<file path="src/rtl/br_track_ctrl.sv">
// Branch tracking controller: keeps in-flight predicted branches in program order, retires them
// against CDB resolutions, trains the predictor and redirects fetch on a mispredict.
module br_track_ctrl #(
  parameter int unsigned DEPTH        = 8,
  parameter int unsigned DEPTH_W      = 3,
  parameter int unsigned FLUSH_CYCLES = 2
) (
  input  logic               clk_in,
  input  logic               rst_in,
  input  logic               rdy_in,
  input  logic               push_valid,
  input  logic [31:0]        push_pc,
  input  logic               push_taken,
  input  logic [31:0]        push_alt_addr,
  output logic               push_ready,
  input  logic               res_valid,
  input  logic [31:0]        res_pc,
  input  logic               res_taken,
  output logic               res_ready,
  output logic               upd_valid,
  output logic [31:0]        upd_pc,
  output logic               upd_taken,
  input  logic               upd_ready,
  output logic               redirect_valid,
  output logic [31:0]        redirect_addr,
  output logic               flush_out,
  output logic [DEPTH_W:0]   count,
  output logic               err_order
);

  localparam int unsigned FcW = $clog2(FLUSH_CYCLES + 1);
  localparam logic [DEPTH_W:0] FullCnt = (DEPTH_W + 1)'(DEPTH);

  typedef enum logic [0:0] {StRun, StFlush} state_e;

  state_e             state_q, state_d;
  logic [DEPTH_W-1:0] front_q, front_d, rear_q, rear_d;
  logic [DEPTH_W:0]   count_q, count_d;
  logic [FcW-1:0]     fcnt_q, fcnt_d;
  logic               upd_valid_q, upd_valid_d, upd_taken_q, upd_taken_d;
  logic [31:0]        upd_pc_q, upd_pc_d, redir_addr_q, redir_addr_d;
  logic               redir_valid_q, redir_valid_d, err_q, err_d;

  logic [31:0] pc_mem [DEPTH];
  logic        taken_mem [DEPTH];
  logic [31:0] alt_mem [DEPTH];

  logic [31:0] head_pc, head_alt;
  logic        head_taken;
  logic        res_fire, hit, mispred, push_fire;

  always_comb begin
    head_pc    = pc_mem[front_q];
    head_taken = taken_mem[front_q];
    head_alt   = alt_mem[front_q];
    push_ready = (state_q == StRun) && (count_q < FullCnt);
    res_ready  = (state_q == StRun) && (count_q != '0) && !(upd_valid_q && !upd_ready);
    res_fire   = rdy_in && res_valid && res_ready;
    hit        = res_fire && (head_pc == res_pc);
    mispred    = hit && (res_taken != head_taken);
    // A flush discards everything, including a push arriving in the same cycle.
    push_fire  = rdy_in && push_valid && push_ready && !mispred;
  end

  always_comb begin
    state_d       = state_q;
    front_d       = front_q;
    rear_d        = rear_q;
    count_d       = count_q;
    fcnt_d        = fcnt_q;
    upd_valid_d   = upd_valid_q;
    upd_pc_d      = upd_pc_q;
    upd_taken_d   = upd_taken_q;
    redir_valid_d = redir_valid_q;
    redir_addr_d  = redir_addr_q;
    err_d         = err_q;
    if (rdy_in) begin
      if (push_fire) rear_d = rear_q + 1'b1;
      if (hit) front_d = front_q + 1'b1;
      unique case ({push_fire, hit})
        2'b10:   count_d = count_q + 1'b1;
        2'b01:   count_d = count_q - 1'b1;
        default: count_d = count_q;
      endcase
      if (res_fire && !hit) err_d = 1'b1;
      if (hit) begin
        upd_valid_d = 1'b1;
        upd_pc_d    = head_pc;
        upd_taken_d = res_taken;
      end else if (upd_valid_q && upd_ready) begin
        upd_valid_d = 1'b0;
      end
      redir_valid_d = mispred;
      if (mispred) begin
        redir_addr_d = head_alt;
        front_d      = '0;
        rear_d       = '0;
        count_d      = '0;
        state_d      = StFlush;
        fcnt_d       = FcW'(FLUSH_CYCLES);
      end
      if (state_q == StFlush) begin
        if (fcnt_q == FcW'(1)) begin
          state_d = StRun;
          fcnt_d  = '0;
        end else begin
          fcnt_d = fcnt_q - 1'b1;
        end
      end
    end
  end

  always_ff @(posedge clk_in) begin
    if (rst_in) begin
      state_q       <= StRun;
      front_q       <= '0;
      rear_q        <= '0;
      count_q       <= '0;
      fcnt_q        <= '0;
      upd_valid_q   <= 1'b0;
      upd_pc_q      <= '0;
      upd_taken_q   <= 1'b0;
      redir_valid_q <= 1'b0;
      redir_addr_q  <= '0;
      err_q         <= 1'b0;
    end else begin
      state_q       <= state_d;
      front_q       <= front_d;
      rear_q        <= rear_d;
      count_q       <= count_d;
      fcnt_q        <= fcnt_d;
      upd_valid_q   <= upd_valid_d;
      upd_pc_q      <= upd_pc_d;
      upd_taken_q   <= upd_taken_d;
      redir_valid_q <= redir_valid_d;
      redir_addr_q  <= redir_addr_d;
      err_q         <= err_d;
    end
  end

  always_ff @(posedge clk_in) begin
    if (!rst_in && push_fire) begin
      pc_mem[rear_q]    <= push_pc;
      taken_mem[rear_q] <= push_taken;
      alt_mem[rear_q]   <= push_alt_addr;
    end
  end

  assign upd_valid      = upd_valid_q;
  assign upd_pc         = upd_pc_q;
  assign upd_taken      = upd_taken_q;
  assign redirect_valid = redir_valid_q;
  assign redirect_addr  = redir_addr_q;
  assign flush_out      = (state_q == StFlush);
  assign count          = count_q;
  assign err_order      = err_q;

endmodule
</file>
<file path="config.mk">
export PLATFORM = sky130hd
export DESIGN_NAME = br_track_ctrl
export DESIGN_NICKNAME = d
export VERILOG_FILES = /design/src/rtl/br_track_ctrl.sv
export SDC_FILE = /design/constraint.sdc
export NUM_CORES = 1
export LEC_CHECK = 0
export BUFFER_PORTS_ARGS = -buffer_cell sky130_fd_sc_hd__buf_4
export CORE_AREA = 8 8 247 249
export CTS_BUF_LIST = sky130_fd_sc_hd__clkbuf_2 sky130_fd_sc_hd__clkbuf_4 sky130_fd_sc_hd__clkbuf_8
export DETAILED_ROUTE_END_ITERATION = 10
export DIE_AREA = 0 0 255 257
export PLACE_DENSITY_LB_ADDON = 0.25
export RECOVER_POWER = 25
export SETUP_SLACK_MARGIN = 0.4
export SLEW_MARGIN = 20
export SYNTH_ARGS = -nofsm -noshare
export SYNTH_HDL_FRONTEND = slang
export SYNTH_SLANG_ARGS = --single-unit
</file>
<file path="constraint.sdc">
create_clock -name clk_in -period 10 [get_ports clk_in]
set_input_delay 0.5 -clock clk_in [delete_from_list [all_inputs] [get_ports clk_in]]
set_output_delay 0.5 -clock clk_in [all_outputs]
set_load 0.1 [all_outputs]
</file>
==> metrics, run 1 <==
status=finished, final reports clean; area of the multi-input gates=0.00603 mm^2; final worst path period share=0.566; Crit Path Category=flop to flop; leakage=9.38 nW; #FFs+latches synth=604; Pint=4.00 mW; Seq. cell area=0.0173 mm^2; critical path arrival=~6000 ps; Peak VDD IR=0.113 mV; Critical Path Start Type=flop; Sink Count=about 600; most frequent CP cell=buf_4; DRC viols=0; Post-Syn Nets=1378; clk slew on worst S/H paths=60 ps; Largest delay share family, worst path=buffers and inverters; vias in the first global route=13452; Sw Pwr=1.06 mW; number of diodes=0; layout cell share with drive strength beyond 1=0.298; Clock Power Share=0.427; Top Ports=around 180; R2R Setup Slk=4340 ps; commonest non-fill, non-tap cell in the layout=edfxtp_1; Vias=between 10000 and 15000; Seq/Total Area, Yosys=0.730; drt pass-1 iters=5; site row count=slightly below 90; synthesis warning total=0; CP max stage delay=~760 ps; global-route usage over all layers=0.162; PwrDens=about 180 mW/mm^2; Die X=255 um; Worst Skew=about 40 ps; core area=~0.057 mm^2; Worst-Margin Slew=1030 ps; Avg Cell Area, Syn=18.7 um^2; Hold Vio Cnt, Final=0; Resized cells post-CTS=0; GRT overflow=0; Flop pwr share=0.543; Fill cells=4895; synth unique cells=53; Placer Congestion=0.786; worst path bufs/invs=4; Top FF cell, synth=edfxtp_1; fmax=0.177 GHz; top fanout value on the critical path=49; Hold WC Path Type=input pin to flop; Initial DRC Count=924; Critical Path Stages=12; PortBufs=178; Crit. End Element=flop; remaining antenna violation count=0; initial antenna violation count=1; CTS tree=yes; dpl cell area=0.0259 mm^2; cell area after layout=about 0.028 mm^2; Post-Syn Instances=1268; first-pass GRT wire length=80900 um; crit path time final=5660 ps; Max Slew Vio Count=0; Slew HR=0.316; clk buf depth=3; area of the mapped netlist=0.0237 mm^2; Starting Density=0.416; Synth async-reset ratio=0; Layout area overhead=19.7%; H-tree depth=3; Clock Latency Late Sink=around 700 ps; area of the die=0.0655 mm^2; dpl hpwl=31200 um; EDFF count, synth=520; Via density=5.17; Min-Delay Path Depth=4; Final nets=1676; largest net degree at the start of global routing=85; WL/cell=22.1 um; Cell Chain, Critical Path=buf_4 > mux2_2 > o22ai_1 > nor3_1 > nor4b_1 > nand4_1 > or3_1 > nor3_4 > buf_4 > nor4_2 > buf_4 > buf_4; Worst R2R Path Depth=12; slowest CP cell=dfxtp_4; max-cap viol count=0; clock root cell=clkbuf_8; # setup viols final=0; Comb pwr share=0.029; Pwr Total=5.07 mW; final WL=53300 um; most frequent cells in the layout=edfxtp_1 (520), buf_4 (163), clkbuf_8 (110), mux4_2 (108), mux2i_1 (100); critical path required time=10310 ps; switching part of the total power=0.210; Hold Startpoint=upd_ready; RSZ-0062 raised after global routing=false; Die Ht=~260 um; CTS buffer count=100
through the flow:
stage / hold WS [ps] / std cells / setup slack (ps) / util / TNS, ps
after detailed placement: 444 / 2172 / 4220 / 0.454 / 0
after CTS: 1.41 / 2417 / 4150 / 0.500 / 0
final: 146 / 2417 / 4340 / 0.497 / 0
after floorplan: 442 / 1268 / -117 / - / -30330
after global placement: 434 / 2172 / 4230 / 0.454 / 0
after global routing: 121 / 2417 / 3840 / 0.497 / 0
final timing paths:
path | end
setup / recovery | alt_mem[2][14]$_DFFE_PP_
hold / removal | upd_valid$_SDFFE_PP0P_
setup reg to reg | alt_mem[2][14]$_DFFE_PP_
hold reg to reg | err_order$_SDFFE_PP0P_
Yosys cell counts (3+ instances only):
| cell type | count | area [um^2] |
|---|---|---|
| buf_6 | 9 | 101 |
| nand2b_1 | 6 | 37.5 |
| nor2_1 | 85 | 319 |
| or2_2 | 3 | 18.8 |
| mux2_1 | 32 | 360 |
| nor2b_1 | 41 | 257 |
| edfxtp_1 | 520 | 15600 |
| a21oi_1 | 7 | 35.0 |
| and3b_1 | 3 | 26.3 |
| o22ai_1 | 13 | 81.3 |
| nor4b_1 | 6 | 52.6 |
| buf_2 | 8 | 40.0 |
| ha_1 | 5 | 62.6 |
| nand3_1 | 6 | 30.0 |
| buf_1 | 11 | 41.3 |
| or3_1 | 4 | 25.0 |
| nand2_1 | 15 | 56.3 |
| xnor2_1 | 11 | 96.3 |
| mux2_2 | 27 | 304 |
| o21ai_0 | 8 | 40.0 |
| buf_4 | 7 | 52.6 |
| a31oi_1 | 4 | 25.0 |
| clkbuf_1 | 29 | 109 |
| a22o_1 | 8 | 70.1 |
| dfxtp_1 | 84 | 1680 |
| nand4_1 | 7 | 43.8 |
| xor2_1 | 16 | 140 |
| mux2i_1 | 100 | 1000 |
| nor3_1 | 21 | 105 |
| nor4_1 | 6 | 37.5 |
| nand3b_1 | 3 | 22.5 |
| o21a_1 | 11 | 82.6 |
| mux4_2 | 108 | 2430 |
| inv_1 | 20 | 75.1 |
| and3_1 | 4 | 25.0 |
power by group through the flow:
stage                     clock [mW]  combinational (mW)  sequential [mW]
final                           2.17               0.149             2.75
after floorplan                    0              0.0503             2.81
after global placement             0               0.134             2.81
after global routing            2.33               0.162             2.75
after detailed placement           0               0.138             2.81
after CTS                       2.23               0.159             2.75
sequential cells by signal, indices dropped and copies added, names as in the netlist, 2 cells and up, named ones only:
signal / count
taken_mem: 8
count: 4
alt_mem: 256
front_q: 3
upd_pc: 32
rear_q: 3
pc_mem: 256
fcnt_q: 2
redirect_addr: 32
worst reg2reg max path: stages, from the launching register on:
cell and delay, ps:
dfxtp_4 760, buf_4 720, mux2_2 450, o22ai_1 220, nor3_1 90, nor4b_1 470, nand4_1 300, or3_1 610
nor3_4 180, buf_4 590, nor4_2 130, buf_4 310, buf_4 430
per-layer routing:
layer	up-vias	track usage	wire length [um]	part of all wire
li1	5632	-	-	-
met4	2	0.0447	853	0.016
met1	6439	0.213	23300	0.44
met2	347	0.267	26000	0.49
met5	-	0	13	0.00024
met3	76	0.0381	3130	0.059
what timing repair did:
item	in CTS	in global routing
hold endpoints to repair	412	0
hold buffers	57	0
setup buffers	0	0
cells by family (layout without fill, tap and decap cells):
family                   Yosys count  count (layout)  synth area share
XOR/XNOR                          27              27           0.00998
buffers and inverters             85             469            0.0183
adder cells (fa/ha/maj)            6               6           0.00348
AO/OA/AOI/OAI                     63              63            0.0183
multiplexers                     267             267             0.173
flip-flops                       604             604             0.730
AND/OR/NAND/NOR                  216             216            0.0472
layout make-up:
| class | count | share of cell area |
|---|---|---|
| Inverter | 20 | 0.00265 |
| Clock buffer | 158 | 0.0661 |
| Tap cell | 765 | 0.0338 |
| Timing Repair Buffer | 261 | 0.0687 |
| Multi-Input combinational cell | 579 | 0.213 |
| Clock inverter | 30 | 0.00587 |
| Sequential cell | 604 | 0.610 |
No activity file was read; power rests on OpenSTA's default activity.
==> run 2: changes to the inputs <==
==> constraint.sdc (replaced) <==
create_clock -name clk_in -period 5.8 [get_ports clk_in]
set_input_delay 0.29 -clock clk_in [delete_from_list [all_inputs] [get_ports clk_in]]
set_output_delay 0.29 -clock clk_in [all_outputs]
set_load 0.1 [all_outputs]
==> run 2 against run 1 <==
- sequential share of layout area fell by 0.71 points
- sequential power rose by 73%
- critical endpoint is now count[3]$_SDFFE_PP0P_
- die area did not move
- utilization rose by 0.58 points
- final cell count rose by 0.83%
- first-iteration DRC count fell by 28%
- global-route usage rose by 0.36 points
- setup slack got worse by 3600 ps
- via count rose by 0.88%
- combinational power rose by 81%
- total power rose by 73%
==> metrics, run 2 (same netlist as run 1, synthesis figures left out) <==
status=finished, final reports clean; site row count=88 (unchanged); clk slew on worst S/H paths=60 ps (about the same); critical path required time=6320 ps (-3990 ps); # setup viols final=0 (unchanged); most frequent cells in the layout=edfxtp_1 (520), buf_4 (170), clkbuf_8 (116), mux4_2 (108), mux2i_1 (100); area of the die=0.0655 mm^2 (unchanged); RSZ-0062 raised after global routing=false; Sink Count=604 (unchanged); global-route usage over all layers=0.166 (+0.00364); post-route setup TNS=0 ps (unchanged); CTS tree=yes; Critical Path Start Type=flop; final WL=54600 um (+2.4%); clk buf depth=3 (unchanged); core area=0.0570 mm^2 (unchanged); vias in the first global route=13451 (-0.0074%); Slew HR=0.299 (-0.0174); Initial DRC Count=662 (-28%); Hold WC Path Type=input pin to flop; Final nets=1696 (+1.2%); Clock Latency Late Sink=680 ps (about the same); Die X=255 um (unchanged); DP Worst Slack=671 ps (-3550 ps); initial antenna violation count=3 (+2); Setup WS post-layout=761 ps (-3580 ps); Crit. End Element=flop; PwrDens=305 mW/mm^2 (+71%); commonest non-fill, non-tap cell in the layout=edfxtp_1; leakage=9.51 nW (+1.3%); Worst Skew=50.5 ps (+11.1 ps); first-pass GRT wire length=81900 um (+1.2%); dpl hpwl=32000 um (+2.7%); top fanout value on the critical path=16 (-67%); Worst-Margin Slew=1050 ps (+26.1 ps); crit path time final=5040 ps (-622 ps); final worst path period share=0.869 (+0.303); drt pass-1 iters=4 (-1); Crit Path Category=flop to flop; Vias=12606 (+0.88%); Pwr Total=8.76 mW (+73%); Layout area overhead=21.1%; PortBufs=178 (unchanged); WL/cell=22.4 um (+1.6%); GRT overflow=0 (unchanged); Peak VDD IR=0.214 mV (+89%); Largest regs=alt_mem x256, pc_mem x256; DRC viols=0 (unchanged); layout cell share with drive strength beyond 1=0.299 (+0.000975); H-tree depth=3 (unchanged); fmax=0.198 GHz (+12%); Post-Layout Cell Count=2437 (+0.83%); largest net degree at the start of global routing=67 (-21%); Placer Congestion=0.770 (-2.1%); Resized cells post-CTS=0 (unchanged); Max Slew Vio Count=0 (unchanged); critical path arrival=5560 ps (-410 ps); Starting Density=0.416 (unchanged); dpl cells=2183 (+0.51%); Hold Vio Cnt, Final=0 (unchanged); max-cap viol count=0 (unchanged); CTS buffer count=97 (-3.0%); Top Ports=179 (unchanged); remaining antenna violation count=0 (unchanged); Via density=5.17 (about the same); clock root cell=clkbuf_8; Die Ht=257 um (unchanged)
run 2: cell count changes in the layout (fill, tap and decap cells not counted), sizes merged, moves of 2 or more:
cell / delta
diode: +2
dlygate4sd3: +11
inv: -3
buf: +10
run 2: worst paths after layout:
path / start / end / slack, ps / cells after the start
min: rst_in / upd_pc[26]$_SDFFE_PP0P_ / 120 / 2
max: flop / count[3]$_SDFFE_PP0P_ / 760 / 14
max reg2reg: flop / count[3]$_SDFFE_PP0P_ / 760 / 14
min reg2reg: err_order$_SDFFE_PP0P_ / err_order$_SDFFE_PP0P_ / 450 / 2
run 2: through the flow:
| step | cell area, um^2 | hold WS [ps] | util |
|---|---|---|---|
| after floorplan | 23800 | 389 | - |
| after global placement | 26100 | 438 | 0.457 |
| after detailed placement | 26100 | 446 | 0.457 |
| after CTS | 28800 | 36.8 | 0.505 |
| after global routing | 28700 | 79.0 | 0.503 |
| final | 28700 | 115 | 0.503 |
run 2: where the power goes:
group / leakage, nW / internal (mW) / total, mW / switching [mW]
clock network: 1.10 / 2.11 / 3.74 / 1.63
registers: 5.36 / 4.74 / 4.75 / 0.00856
logic: 3.04 / 0.109 / 0.270 / 0.161
total: 9.51 / 6.96 / 8.76 / 1.80
run 2: critical path: stages (launching register included):
cell and delay, ps:
dfxtp_2 610, nor2b_1 710, a22o_1 330, nor3_1 60, nor4b_1 510, nand4_1 280, or3_1 620, or2_2 370
a21oi_1 250, ha_1 280, a21o_1 170, a21oi_1 220, nor2_1 80, o41ai_1 290, a31oi_1 120
run 2: repair_timing:
action,4_1_cts,5_1_grt
endpoints found under the hold margin,526,0
endpoints found under the setup margin,0,1
buffers inserted,0,1
hold buffers,68,0
run 2: metal layers:
metal | track usage | part of all wire | vias up
met5 | 0 | 0.00015 | -
met4 | 0.0453 | 0.018 | 2
met3 | 0.0389 | 0.054 | 81
met2 | 0.272 | 0.49 | 327
met1 | 0.219 | 0.44 | 6532
li1 | - | - | 5664
run 2: area by class of cell:
type,count,area (um^2)
sequential,604,17300
timing repair buffer,284,2180
multi-input combinational,579,6110
clock inverter,28,171
clock buffer,155,1890
fill,4845,28300
inverter,20,75.1
antenna,2,5.00
tap,765,957
==> run 3: changes to the inputs <==
--- a/config.mk
+++ b/config.mk
@@ -10,7 +10,7 @@
 export CTS_BUF_LIST = sky130_fd_sc_hd__clkbuf_2 sky130_fd_sc_hd__clkbuf_4 sky130_fd_sc_hd__clkbuf_8
 export DETAILED_ROUTE_END_ITERATION = 10
 export DIE_AREA = 0 0 255 257
-export PLACE_DENSITY_LB_ADDON = 0.25
+export PLACE_DENSITY = 0.66
 export RECOVER_POWER = 25
 export SETUP_SLACK_MARGIN = 0.4
 export SLEW_MARGIN = 20
==> run 3 against run 2 <==
- global-route usage shrank 0.40 points
- sequential power about the same
- final cell count decreased by 0.16%
- utilization decreased by 0.16 points
- cell area fell by 0.32%
- die area did not move
- via count is 0.47% lower
- combinational power is essentially flat
- fmax rose by 4.8%
==> metrics, run 3 (same netlist as run 1, synthesis figures left out) <==
Hold WC Path Type=input pin to flop; Cell Chain, Critical Path=buf_4 > mux4_2 > mux2i_1 > xor2_1 > nand3_1 > nor2_1 > nand4b_1 > buf_4 > or2_2 > a21oi_1 > ha_1 > a21o_1 > a21oi_1 > nor2_1 > o41ai_1 > a31oi_1; Largest delay share family, worst path=compound AO/OA/AOI/OAI gates; CTS buffer count=97 (unchanged); Sink Count=604 (unchanged); fmax=0.208 GHz (+4.8%); Critical Path Start Type=flop; critical path required time=6320 ps (about the same); clock root cell=clkbuf_8; DRC viols=0 (unchanged); clk slew on worst S/H paths=60 ps (about the same); final core area utilization=0.501 (-0.00160); core area=0.0570 mm^2 (unchanged); Crit Path Category=flop to flop; PortBufs=178 (unchanged); commonest non-fill, non-tap cell in the layout=edfxtp_1; critical path arrival=5330 ps (-230 ps); final WL=52900 um (-3.2%); worst path bufs/invs=2 (+2); Critical Path Stages=16 (+2); final hold slack=173 ps (+57.8 ps); max-cap viol count=0 (unchanged); dpl hpwl=31400 um (-1.9%); Vias=12547 (-0.47%); CP max stage delay=730 ps (+20 ps); Hold Vio Cnt, Final=0 (unchanged); post-route setup TNS=0 ps (unchanged); initial antenna violation count=3 (unchanged); Layout area overhead=20.7%; final worst path period share=0.829 (-0.0395); Largest regs=alt_mem x256, pc_mem x256; global-route usage over all layers=0.162 (-0.00399); clk buf depth=3 (unchanged); GRT overflow=0 (unchanged); Peak VDD IR=0.174 mV (-19%); Slew HR=0.351 (+0.0526); PwrDens=304 mW/mm^2 (-0.45%); RSZ-0062 raised after global routing=false; Fill cells=4767 (-1.6%); largest net degree at the start of global routing=57 (-15%); top fanout value on the critical path=28 (+12); # setup viols final=0 (unchanged); cell area after layout=0.0286 mm^2 (-0.32%); leakage=9.46 nW (-0.51%); layout cell share with drive strength beyond 1=0.296 (-0.00348); Worst-Margin Slew=973 ps (-78.9 ps); most frequent cells in the layout=edfxtp_1 (520), buf_4 (169), clkbuf_8 (111), mux4_2 (108), mux2i_1 (100); H-tree depth=3 (unchanged); slowest CP cell=dfxtp_4; Final nets=1694 (-0.12%); Seq. cell area=0.0173 mm^2 (unchanged); Clock Latency Late Sink=670 ps (about the same); area of the multi-input gates=0.00611 mm^2 (about the same); Worst R2R Path Depth=16 (+2); Initial DRC Count=877 (+32%); Placer Congestion=0.780 (+1.3%); crit path time final=4810 ps (-229 ps); Crit. End Element=flop; remaining antenna violation count=0 (unchanged); Max Slew Vio Count=0 (unchanged); first-pass GRT wire length=81100 um (-1.0%); area of the die=0.0655 mm^2 (unchanged); Pwr Total=8.69 mW (-0.77%); site row count=88 (unchanged); dpl cell area=0.0260 mm^2 (-0.15%); Starting Density=0.416 (unchanged); Top Ports=179 (unchanged); WL/cell=21.7 um (-3.0%); Via density=5.16 (-0.30%); drt pass-1 iters=5 (+1); Min-Delay Path Depth=2 (unchanged); Die Ht=257 um (unchanged); CTS tree=yes; Die X=255 um (unchanged); Worst Skew=33.0 ps (-17.5 ps); vias in the first global route=13336 (-0.85%); status=finished, final reports clean
==> run 3: cell count changes in the layout (fill, tap and decap cells not counted), sizes merged <==
cell	delta
buf	-3
bufinv	+1
clkbuf	-11
clkinv	+7
clkinvlp	+1
inv	+1
==> run 3: metal layers <==
layer  vias to the layer above  track usage  part of all wire
met1                      6391        0.216              0.43
li1                       5682            -                 -
met5                         -            0           0.00051
met3                        71       0.0350             0.068
met2                       399        0.267              0.48
met4                         4       0.0431             0.016
==> run 3: layout make-up <==
type | count | share of cell area
repair buffers | 282 | 0.0746
multi-input cells | 579 | 0.214
flip-flops and latches | 604 | 0.605
clock buffers | 143 | 0.0618
inverters | 20 | 0.00262
clock inverters | 38 | 0.00840
well taps | 765 | 0.0335
diodes | 2 | 0.000175
==> run 3: per-stage QoR <==
| stage | std cells | worst slack, ps |
|---|---|---|
| final | 2433 | 991 |
| after global routing | 2432 | 629 |
| after CTS | 2430 | 636 |
| after detailed placement | 2181 | 657 |
| after global placement | 2181 | 779 |
| after floorplan | 1268 | 567 |
==> run 3: what timing repair did <==
| item | 4_1_cts | 5_1_grt |
|---|---|---|
| setup buffers | 0 | 1 |
| endpoints found under the hold margin | 526 | 0 |
| resized for setup | 0 | 0 |
| hold buffers | 68 | 0 |
| setup endpoints to repair | 0 | 1 |
==> run 3: report_power, final <==
group	internal, mW	switching, mW	total, mW
sequential	4.74	0.00902	4.75
combinational	0.108	0.160	0.268
clock	2.05	1.63	3.68
==> run 3: final timing paths <==
| kind | endpoint | slack (ps) | start |
|---|---|---|---|
| setup / recovery | count[3]$_SDFFE_PP0P_ | 990 | flop |
| hold / removal | upd_pc[13]$_SDFFE_PP0P_ | 170 | rst_in |
| setup reg to reg | count[3]$_SDFFE_PP0P_ | 990 | flop |
| hold reg to reg | err_order$_SDFFE_PP0P_ | 460 | err_order$_SDFFE_PP0P_ |
